[src/rtl/riscv_pkg.sv]
// Shared definitions for the memory stage: funct3 encodings, LSU FSM states,
// byte-strobe constants and the access-legality rule.
package riscv_pkg;

    localparam logic [2:0] Funct3B  = 3'b000;
    localparam logic [2:0] Funct3H  = 3'b001;
    localparam logic [2:0] Funct3W  = 3'b010;
    localparam logic [2:0] Funct3Bu = 3'b100;
    localparam logic [2:0] Funct3Hu = 3'b101;

    typedef enum logic [1:0] {
        StIdle = 2'd0,
        StBusy = 2'd1,
        StDone = 2'd2
    } lsu_state_e;

    localparam logic [3:0] StrbNone = 4'b0000;
    localparam logic [3:0] StrbByte = 4'b0001;
    localparam logic [3:0] StrbHalf = 4'b0011;
    localparam logic [3:0] StrbWord = 4'b1111;

    // Exactly one of read/write, a funct3 legal for that direction, naturally aligned.
    function automatic logic access_legal(input logic       rd,
                                          input logic       wr,
                                          input logic [2:0] f3,
                                          input logic [1:0] lo);
        logic f3_ok;
        logic aligned;
        if (wr) begin
            f3_ok = (f3 == Funct3B) || (f3 == Funct3H) || (f3 == Funct3W);
        end else begin
            f3_ok = f3 inside {Funct3B, Funct3H, Funct3W, Funct3Bu, Funct3Hu};
        end
        case (f3[1:0])
            2'b00:   aligned = 1'b1;
            2'b01:   aligned = ~lo[0];
            2'b10:   aligned = (lo == 2'b00);
            default: aligned = 1'b0;
        endcase
        return (rd ^ wr) & f3_ok & aligned;
    endfunction

endpackage

[src/rtl/lsu_load_format.sv]
// Extracts the addressed byte/halfword lane of a read word and sign- or
// zero-extends it according to funct3.
module lsu_load_format
    import riscv_pkg::*;
(
    input  logic [31:0] rdata_i,
    input  logic [1:0]  lane_i,
    input  logic [2:0]  funct3_i,
    output logic [31:0] result_o
);

    logic [7:0]  byte_sel;
    logic [15:0] half_sel;

    always_comb begin
        byte_sel = rdata_i[{lane_i, 3'b000} +: 8];
        half_sel = lane_i[1] ? rdata_i[31:16] : rdata_i[15:0];
        case (funct3_i)
            Funct3B:  result_o = {{24{byte_sel[7]}}, byte_sel};
            Funct3H:  result_o = {{16{half_sel[15]}}, half_sel};
            Funct3W:  result_o = rdata_i;
            Funct3Bu: result_o = {24'h0, byte_sel};
            Funct3Hu: result_o = {16'h0, half_sel};
            default:  result_o = 32'h0;
        endcase
    end

endmodule

[src/rtl/lsu_memstage.sv]
// Memory-stage load/store unit: turns an EX/MEM access into a registered bus
// transaction, waits for ready or timeout, and formats the load result.
module lsu_memstage
    import riscv_pkg::*;
#(
    parameter int unsigned TIMEOUT = 16,
    parameter int unsigned CNT_W   = 5
) (
    input  logic        clk,
    input  logic        reset,
    input  logic [31:0] alures_ex,
    input  logic [31:0] storedata_ex,
    input  logic        memread_ex,
    input  logic        memwrite_ex,
    input  logic [2:0]  funct3_ex,
    output logic        mem_req,
    output logic        mem_we,
    output logic [31:0] mem_addr,
    output logic [31:0] mem_wdata,
    output logic [3:0]  mem_wstrb,
    input  logic        mem_ready,
    input  logic [31:0] mem_rdata,
    output logic [31:0] readdata,
    output logic        stall,
    output logic        access_err,
    output logic        bus_timeout
);

    localparam logic [CNT_W-1:0] CntLast = CNT_W'(TIMEOUT - 1);

    lsu_state_e  state_q, state_d;
    logic        req_q, req_d;
    logic        we_q, we_d;
    logic [31:0] addr_q, addr_d;
    logic [31:0] wdata_q, wdata_d;
    logic [3:0]  wstrb_q, wstrb_d;
    logic [2:0]  f3_q, f3_d;
    logic [1:0]  lane_q, lane_d;
    logic [CNT_W-1:0] cnt_q, cnt_d;
    logic [31:0] rd_q, rd_d;
    logic        err_q, err_d;
    logic        tmo_q, tmo_d;
    logic        stall_c;

    logic        access;
    logic        legal;
    logic [31:0] st_wdata;
    logic [3:0]  st_wstrb;
    logic [31:0] load_res;

    assign access = memread_ex | memwrite_ex;
    assign legal  = access_legal(memread_ex, memwrite_ex, funct3_ex, alures_ex[1:0]);

    always_comb begin
        case (funct3_ex[1:0])
            2'b00: begin
                st_wdata = {4{storedata_ex[7:0]}};
                st_wstrb = StrbByte << alures_ex[1:0];
            end
            2'b01: begin
                st_wdata = {2{storedata_ex[15:0]}};
                st_wstrb = StrbHalf << alures_ex[1:0];
            end
            default: begin
                st_wdata = storedata_ex;
                st_wstrb = StrbWord;
            end
        endcase
    end

    lsu_load_format u_load_format (
        .rdata_i  (mem_rdata),
        .lane_i   (lane_q),
        .funct3_i (f3_q),
        .result_o (load_res)
    );

    always_comb begin
        state_d = state_q;
        req_d   = req_q;
        we_d    = we_q;
        addr_d  = addr_q;
        wdata_d = wdata_q;
        wstrb_d = wstrb_q;
        f3_d    = f3_q;
        lane_d  = lane_q;
        cnt_d   = cnt_q;
        rd_d    = rd_q;
        err_d   = 1'b0;
        tmo_d   = 1'b0;
        stall_c = 1'b0;
        case (state_q)
            StIdle: begin
                if (legal) begin
                    state_d = StBusy;
                    req_d   = 1'b1;
                    we_d    = memwrite_ex;
                    addr_d  = {alures_ex[31:2], 2'b00};
                    wdata_d = st_wdata;
                    wstrb_d = memwrite_ex ? st_wstrb : StrbNone;
                    f3_d    = funct3_ex;
                    lane_d  = alures_ex[1:0];
                    cnt_d   = '0;
                    stall_c = 1'b1;
                end else if (access) begin
                    err_d = 1'b1;
                end
            end
            StBusy: begin
                stall_c = 1'b1;
                cnt_d   = cnt_q + 1'b1;
                // Ready takes priority over a timeout expiring in the same cycle.
                if (mem_ready) begin
                    req_d   = 1'b0;
                    state_d = StDone;
                    if (!we_q) rd_d = load_res;
                end else if (cnt_q == CntLast) begin
                    req_d   = 1'b0;
                    tmo_d   = 1'b1;
                    state_d = StDone;
                    if (!we_q) rd_d = 32'h0;
                end
            end
            StDone: state_d = StIdle;
            default: state_d = StIdle;
        endcase
    end

    always_ff @(posedge clk or posedge reset) begin
        if (reset) begin
            state_q <= StIdle;
            req_q   <= 1'b0;
            we_q    <= 1'b0;
            addr_q  <= 32'h0;
            wdata_q <= 32'h0;
            wstrb_q <= StrbNone;
            f3_q    <= 3'b000;
            lane_q  <= 2'b00;
            cnt_q   <= '0;
            rd_q    <= 32'h0;
            err_q   <= 1'b0;
            tmo_q   <= 1'b0;
        end else begin
            state_q <= state_d;
            req_q   <= req_d;
            we_q    <= we_d;
            addr_q  <= addr_d;
            wdata_q <= wdata_d;
            wstrb_q <= wstrb_d;
            f3_q    <= f3_d;
            lane_q  <= lane_d;
            cnt_q   <= cnt_d;
            rd_q    <= rd_d;
            err_q   <= err_d;
            tmo_q   <= tmo_d;
        end
    end

    assign mem_req     = req_q;
    assign mem_we      = we_q;
    assign mem_addr    = addr_q;
    assign mem_wdata   = wdata_q;
    assign mem_wstrb   = wstrb_q;
    assign readdata    = rd_q;
    // Gated so an in-flight access releases the pipeline as soon as reset rises.
    assign stall       = stall_c & ~reset;
    assign access_err  = err_q;
    assign bus_timeout = tmo_q;

endmodule

[config.mk]
export PLATFORM = sky130hd
export DESIGN_NAME = lsu_memstage
export DESIGN_NICKNAME = d
export VERILOG_FILES = /design/src/rtl/riscv_pkg.sv /design/src/rtl/lsu_load_format.sv /design/src/rtl/lsu_memstage.sv
export SDC_FILE = /design/constraint.sdc
export NUM_CORES = 1
export LEC_CHECK = 0
export ABC_AREA = 1
export BUFFER_PORTS_ARGS = -buffer_cell sky130_fd_sc_hd__buf_2
export CAP_MARGIN = 5
export CORE_MARGIN = 2
export CORE_UTILIZATION = 40
export DETAILED_ROUTE_END_ITERATION = 12
export PLACE_DENSITY = 0.77
export RECOVER_POWER = 100
export SLEW_MARGIN = 30
export SYNTH_ARGS = -nofsm -noshare
export SYNTH_HDL_FRONTEND = slang
export SYNTH_SLANG_ARGS = --single-unit
[constraint.sdc]
create_clock -name clk -period 4.9 [get_ports clk]
set_input_delay 0.98 -clock clk [delete_from_list [all_inputs] [get_ports clk]]
set_output_delay 0.98 -clock clk [all_outputs]
set_load 0.01 [all_outputs]
Word level (Yosys, flattened, before mapping)
Index checks and enable logic that the tools add are counted.

word-level totals
  register bits after elaboration = 114
  bits in latches = 0
  RAM bits = 0
  bits in read-only memories = 0
  output and inout bits = 105
  memories kept = 0

cells by class
  $add $sub $neg = 1
  multipliers = 0
  divide/modulo/power cells = 0
  $lt $le $gt $ge = 0
  equal/unequal tests = 14
  shift-type cells = 3
  muxes and demuxes = 29
  bitwise logic cells = 8
  reduce and logical (&&, ||, !) cells = 15

operator list
  operator               count
  $pmux W32 S5           1
  $mux W32               4
  $pmux W32 S2           1
  $shiftx A32 B6 Y8      1
  $mux W16               1
  $eq A3 B3 Y1 const B   4
  $mux W1                11
  $pmux W5 S2            1
  $pmux W4 S2            1
  $eq A3 B1 Y1 const B   2
  $eq A3 B2 Y1 const B   2
  $logic_not A2 Y1       3
  $logic_not A3 Y1       2
  $mux W2                3
  $reduce_and A2 Y1      3
  $reduce_and A3 Y1      2
  $add A5 B1 Y5 const B  1
  $eq A5 B4 Y1 const B   1
  $mux W5                1
  $reduce_bool A5 Y1     1
  $eq A2 B1 Y1 const B   2
  $mux W4                1
  $pmux W1 S2            2
  $pmux W2 S2            1
  other kinds (12)       18

Depth between registers and ports, before layout
  word-level depth = 9
  gate-level depth with buffers = 13
  depth with buffers taken out = 12

By module
From an unflattened synthesis, not the netlist that was laid out.

second synthesis, totals
  cell total of the unflattened synthesis = 765
  area total of the unflattened synthesis = 5829.3 um^2

by module, submodules not included
  module           instances  cells each  area each (um^2)  seq. area each (um^2)
  lsu_memstage     1          558         4929.7            2852.7
  lsu_load_format  1          207         899.6             0.0

Worst setup path before layout
OpenSTA, ideal clock, no wires.

  path kind = input to output
  start = input memwrite_ex
  end = output stall
  arrival = 2.068 ns
  required time = 3.920 ns
  path slack = 1.852 ns
  stages on the path = 7
  cell sequence = inv_1 ha_1 a21boi_2 nand3_2 buf_4 buf_4 a21oi_2

between the ends
  longest elaborated chain between the ends = 6

ends and longest elaborated chain
  element                                          RTL line                          source
  start, declared                                  lsu_memstage.sv:14                input logic memwrite_ex,
  $xor A1 B1 Y1 / $mux W1 (equally long branches)  riscv_pkg.sv:40, riscv_pkg.sv:29
  $and A1 B1 Y1 * (2 in a row)                     riscv_pkg.sv:40                   return (rd ^ wr) & f3_ok & aligned;
  $mux W1 *                                        lsu_memstage.sv:94                if (legal) begin
  $pmux W1 S2 *                                    lsu_memstage.sv:92                case (state_q)
  $and A1 B1 Y1 *                                  lsu_memstage.sv:166               assign stall = stall_c & ~reset;
  end, declared                                    lsu_memstage.sv:24                output logic stall,

Every way passes the cells marked *; elsewhere a longest branch is shown, timed or not.

Final worst setup path
  start = input funct3_ex[1]
  end = register wdata_q[27], in the netlist mem_wdata[27]

between the ends
  longest elaborated chain between the ends = 7

ends and longest elaborated chain
  element                                                     RTL line             source
  start, declared                                             lsu_memstage.sv:15   input logic [2:0] funct3_ex,
  branches (longest 7 deep; another with $reduce_bool A5 Y1)  --
  end signal, assigned                                        lsu_memstage.sv:148  wdata_q <= wdata_d;
  end, declared                                               lsu_memstage.sv:35   logic [31:0] wdata_q, wdata_d;

Several ways; the timed one is not identified.
A chain may end at the register's enable or synchronous reset.

==> impl_metrics.toml <==
[synthesis]
syn_inst = 784
syn_avg_cell_area_um2 = 7.22
seq_area_frac_synth = 0.504
ys_ff_latch = 114
syn_area_um2 = 5660
post_synth_num_cell_types = 28
ys_warn_count = 0

[run_status]
status = "complete, but fails checks"
failed_checks = "capacitance limit, slew limit"

[setup_path]
setup.worst_path.class = "input pin to register"
cp.required_ns = 5.12
end_kind = "register"
arrival_ns = 3.88
rr_worst_depth = 12
critPathLaunchType = "input pin"
worst-path-max-fanout = 103

[detailed_routing]
ant_nets = 0
drt_iter0_markers = 384
routedWlPerCell_um = 13.8
drc = 0
vias = 5534
drt_wl_total_um = 16200
vias_per_cell = 4.73
firstDrtPassIters = 4

[pwr]
cellLeakagePower_nw = 4.09
peakVddDrop_uv = 273
power_frac_seq = 0.374
p_sw_w = 0.00145
combPwrFrac = 0.302
swShare = 0.358
p_int_w = 0.00261
clkPwrFrac = 0.324
powerDensity_nw_per_um2 = 563

[global_route]
grt_overflow_total = 0
antenna_found_initial = 0
grt_max_degree = 104
grt_pass1_vias = 5127
grt_pass1_wl_um = 25200
grt_use_total = 0.219

[floorplanning]
die_area_um2 = 15100
initial_core_util = 0.408
fp.dieW_um = 123
pin_count = 209
fp.coreArea_um2 = 13900
die_y_um = 123
num_rows = 43

[cts]
cts_root_buffer = "clkbuf_16"
cts_max_path_buffers = 2
cts_setup_buffers = 0
clkSinkCount = 114
cts_inserted_buffers = 17
cts_hold_repair.buffers = 0
cts_resized = 0
clkTransAtPathRegs_ns = 0.05
clk_latency_ns = 0.41
cts_tree = "built"
h-tree-depth = 4

[layout]
area_growth_syn_to_layout_pct = 27.5
drive_gt1_frac = 0.151
fin_nets = 1083

[timing]
setup-violations-final = 0
maxSlewHeadroom = -0.828
worst_pin_slew_ns = 2.73
timing.final.crit_share = 0.747
skew_ns = 0.00444
period_minus_slack_ns = 3.66
setup_tns_ns = 0
max_freq_mhz = 273
hold_viol = 0
final.setup.worst_slack_ns = 1.24
rsz0062_at_grt = "no"
slew_violations = 200

[placed_design]
hpwl_um = 11700
pre_cts_slack_ns = 1.71
portBuffers = 206
gp_congestion = 0.890

[hold_path]
holdPathStages = 2
hold_path_class = "register to register"

[job]
maxCapViolCount = 3
[routing by layer]
layer  GRT usage  part of all wire  vias up
met2       0.364              0.47      227
met3      0.0789             0.093       42
met1       0.253              0.40     2498
li1            -                 -     2767
met5           0                 0        -
met4       0.100             0.031        0
[power groups by stage]
stage	logic (W)	clock network (W)	registers, W
detailed placement	0.00134	0	0.00151
floorplan	0.000673	0	0.00163
CTS	0.00133	0.00134	0.00151
finish	0.00123	0.00132	0.00152
global placement	0.00130	0	0.00151
global route	0.00141	0.00139	0.00156
[kinds of logic after synthesis]
family                     Yosys count  share of synthesized area
other                                1                   0.000662
adders and majority gates            3                    0.00663
DFF                                114                      0.504
buffers and inverters               89                     0.0722
AOI/OAI and AO/OA                   59                     0.0574
and+or+nand+nor                    518                      0.359
[registers in the layout (all words and copies together), names as in the netlist]
register and flops:
mem_wdata 32, mem_wstrb 4, readdata 32, mem_addr 30, access_err 1, state_q 2
mem_we 1, lane_q 2, f3_q 3, bus_timeout 1, cnt_q 5, mem_req 1
[critical path, cell delays in order]
cell and delay [ns]:
buf_2 0.34, inv_1 0.32, nand2_4 0.19, a21boi_0 0.13, nand3_1 0.20, clkbuf_2 1.36, o21ai_0 0.25
[layout make-up]
class / instances / area (um^2)
antenna: 1 / 2.50
inverter: 52 / 196
sequential: 114 / 2850
tap: 180 / 225
multi-input combinational: 582 / 2390
clock buffer: 22 / 484
timing repair buffer: 209 / 921
fill: 1446 / 6660
clock inverter: 10 / 154
[cells in the mapped netlist, drive strengths merged]
library cell / number / area share
clkbuf: 11 / 0.0073
conb: 1 / 0.00066
nand3: 30 / 0.027
inv: 52 / 0.034
nand2: 439 / 0.29
nor3: 1 / 0.00088
dfrtp: 114 / 0.50
a21oi: 13 / 0.012
and3b: 1 / 0.0015
o21ai: 37 / 0.033
nor2: 45 / 0.034
ha: 3 / 0.0066
or2: 1 / 0.0011
buf: 26 / 0.030
nand3b: 1 / 0.0013
a21boi: 9 / 0.013
[final timing paths]
path,start,endpoint,slack (ns)
worst min register to register,readdata[1],readdata[1],0.47
worst max register to register,cnt_q[0],readdata[26],1.29
min in group asynchronous,reset,mem_addr[8],1.34
worst min-delay path,readdata[1],readdata[1],0.47
max in group asynchronous,reset,readdata[18],2.25
worst max-delay path,funct3_ex[1],mem_wdata[27],1.24
[through the flow]
step	cells	power (W)	instance area, um^2	utilization	hold WS (ns)
final	1170	0.00407	7220	0.520	0.474
after global routing	1169	0.00436	7220	0.520	0.497
after CTS	1169	0.00418	7380	0.532	0.475
after detailed placement	1137	0.00284	6740	0.486	0.460
after global placement	1137	0.00281	6740	0.486	0.457
after floorplan	785	0.00230	5670	-	0.469
[cells in the final DEF, fill, tap and decap left out, types with 2 or more instances in the layout]
cell,n
bufinv_16,4
clkbuf_1,105
o21ai_0,37
nor2_2,2
nand3_1,30
ha_1,3
clkbuf_8,4
a21oi_1,12
clkbuf_16,17
dfrtp_1,114
nor2_1,42
a21boi_0,9
inv_2,4
nand2_1,436
buf_2,102
inv_1,47
conb_1,2
buf_4,2
nand2_2,2
clkinv_2,5
Power figures use the tool's default switching activity.
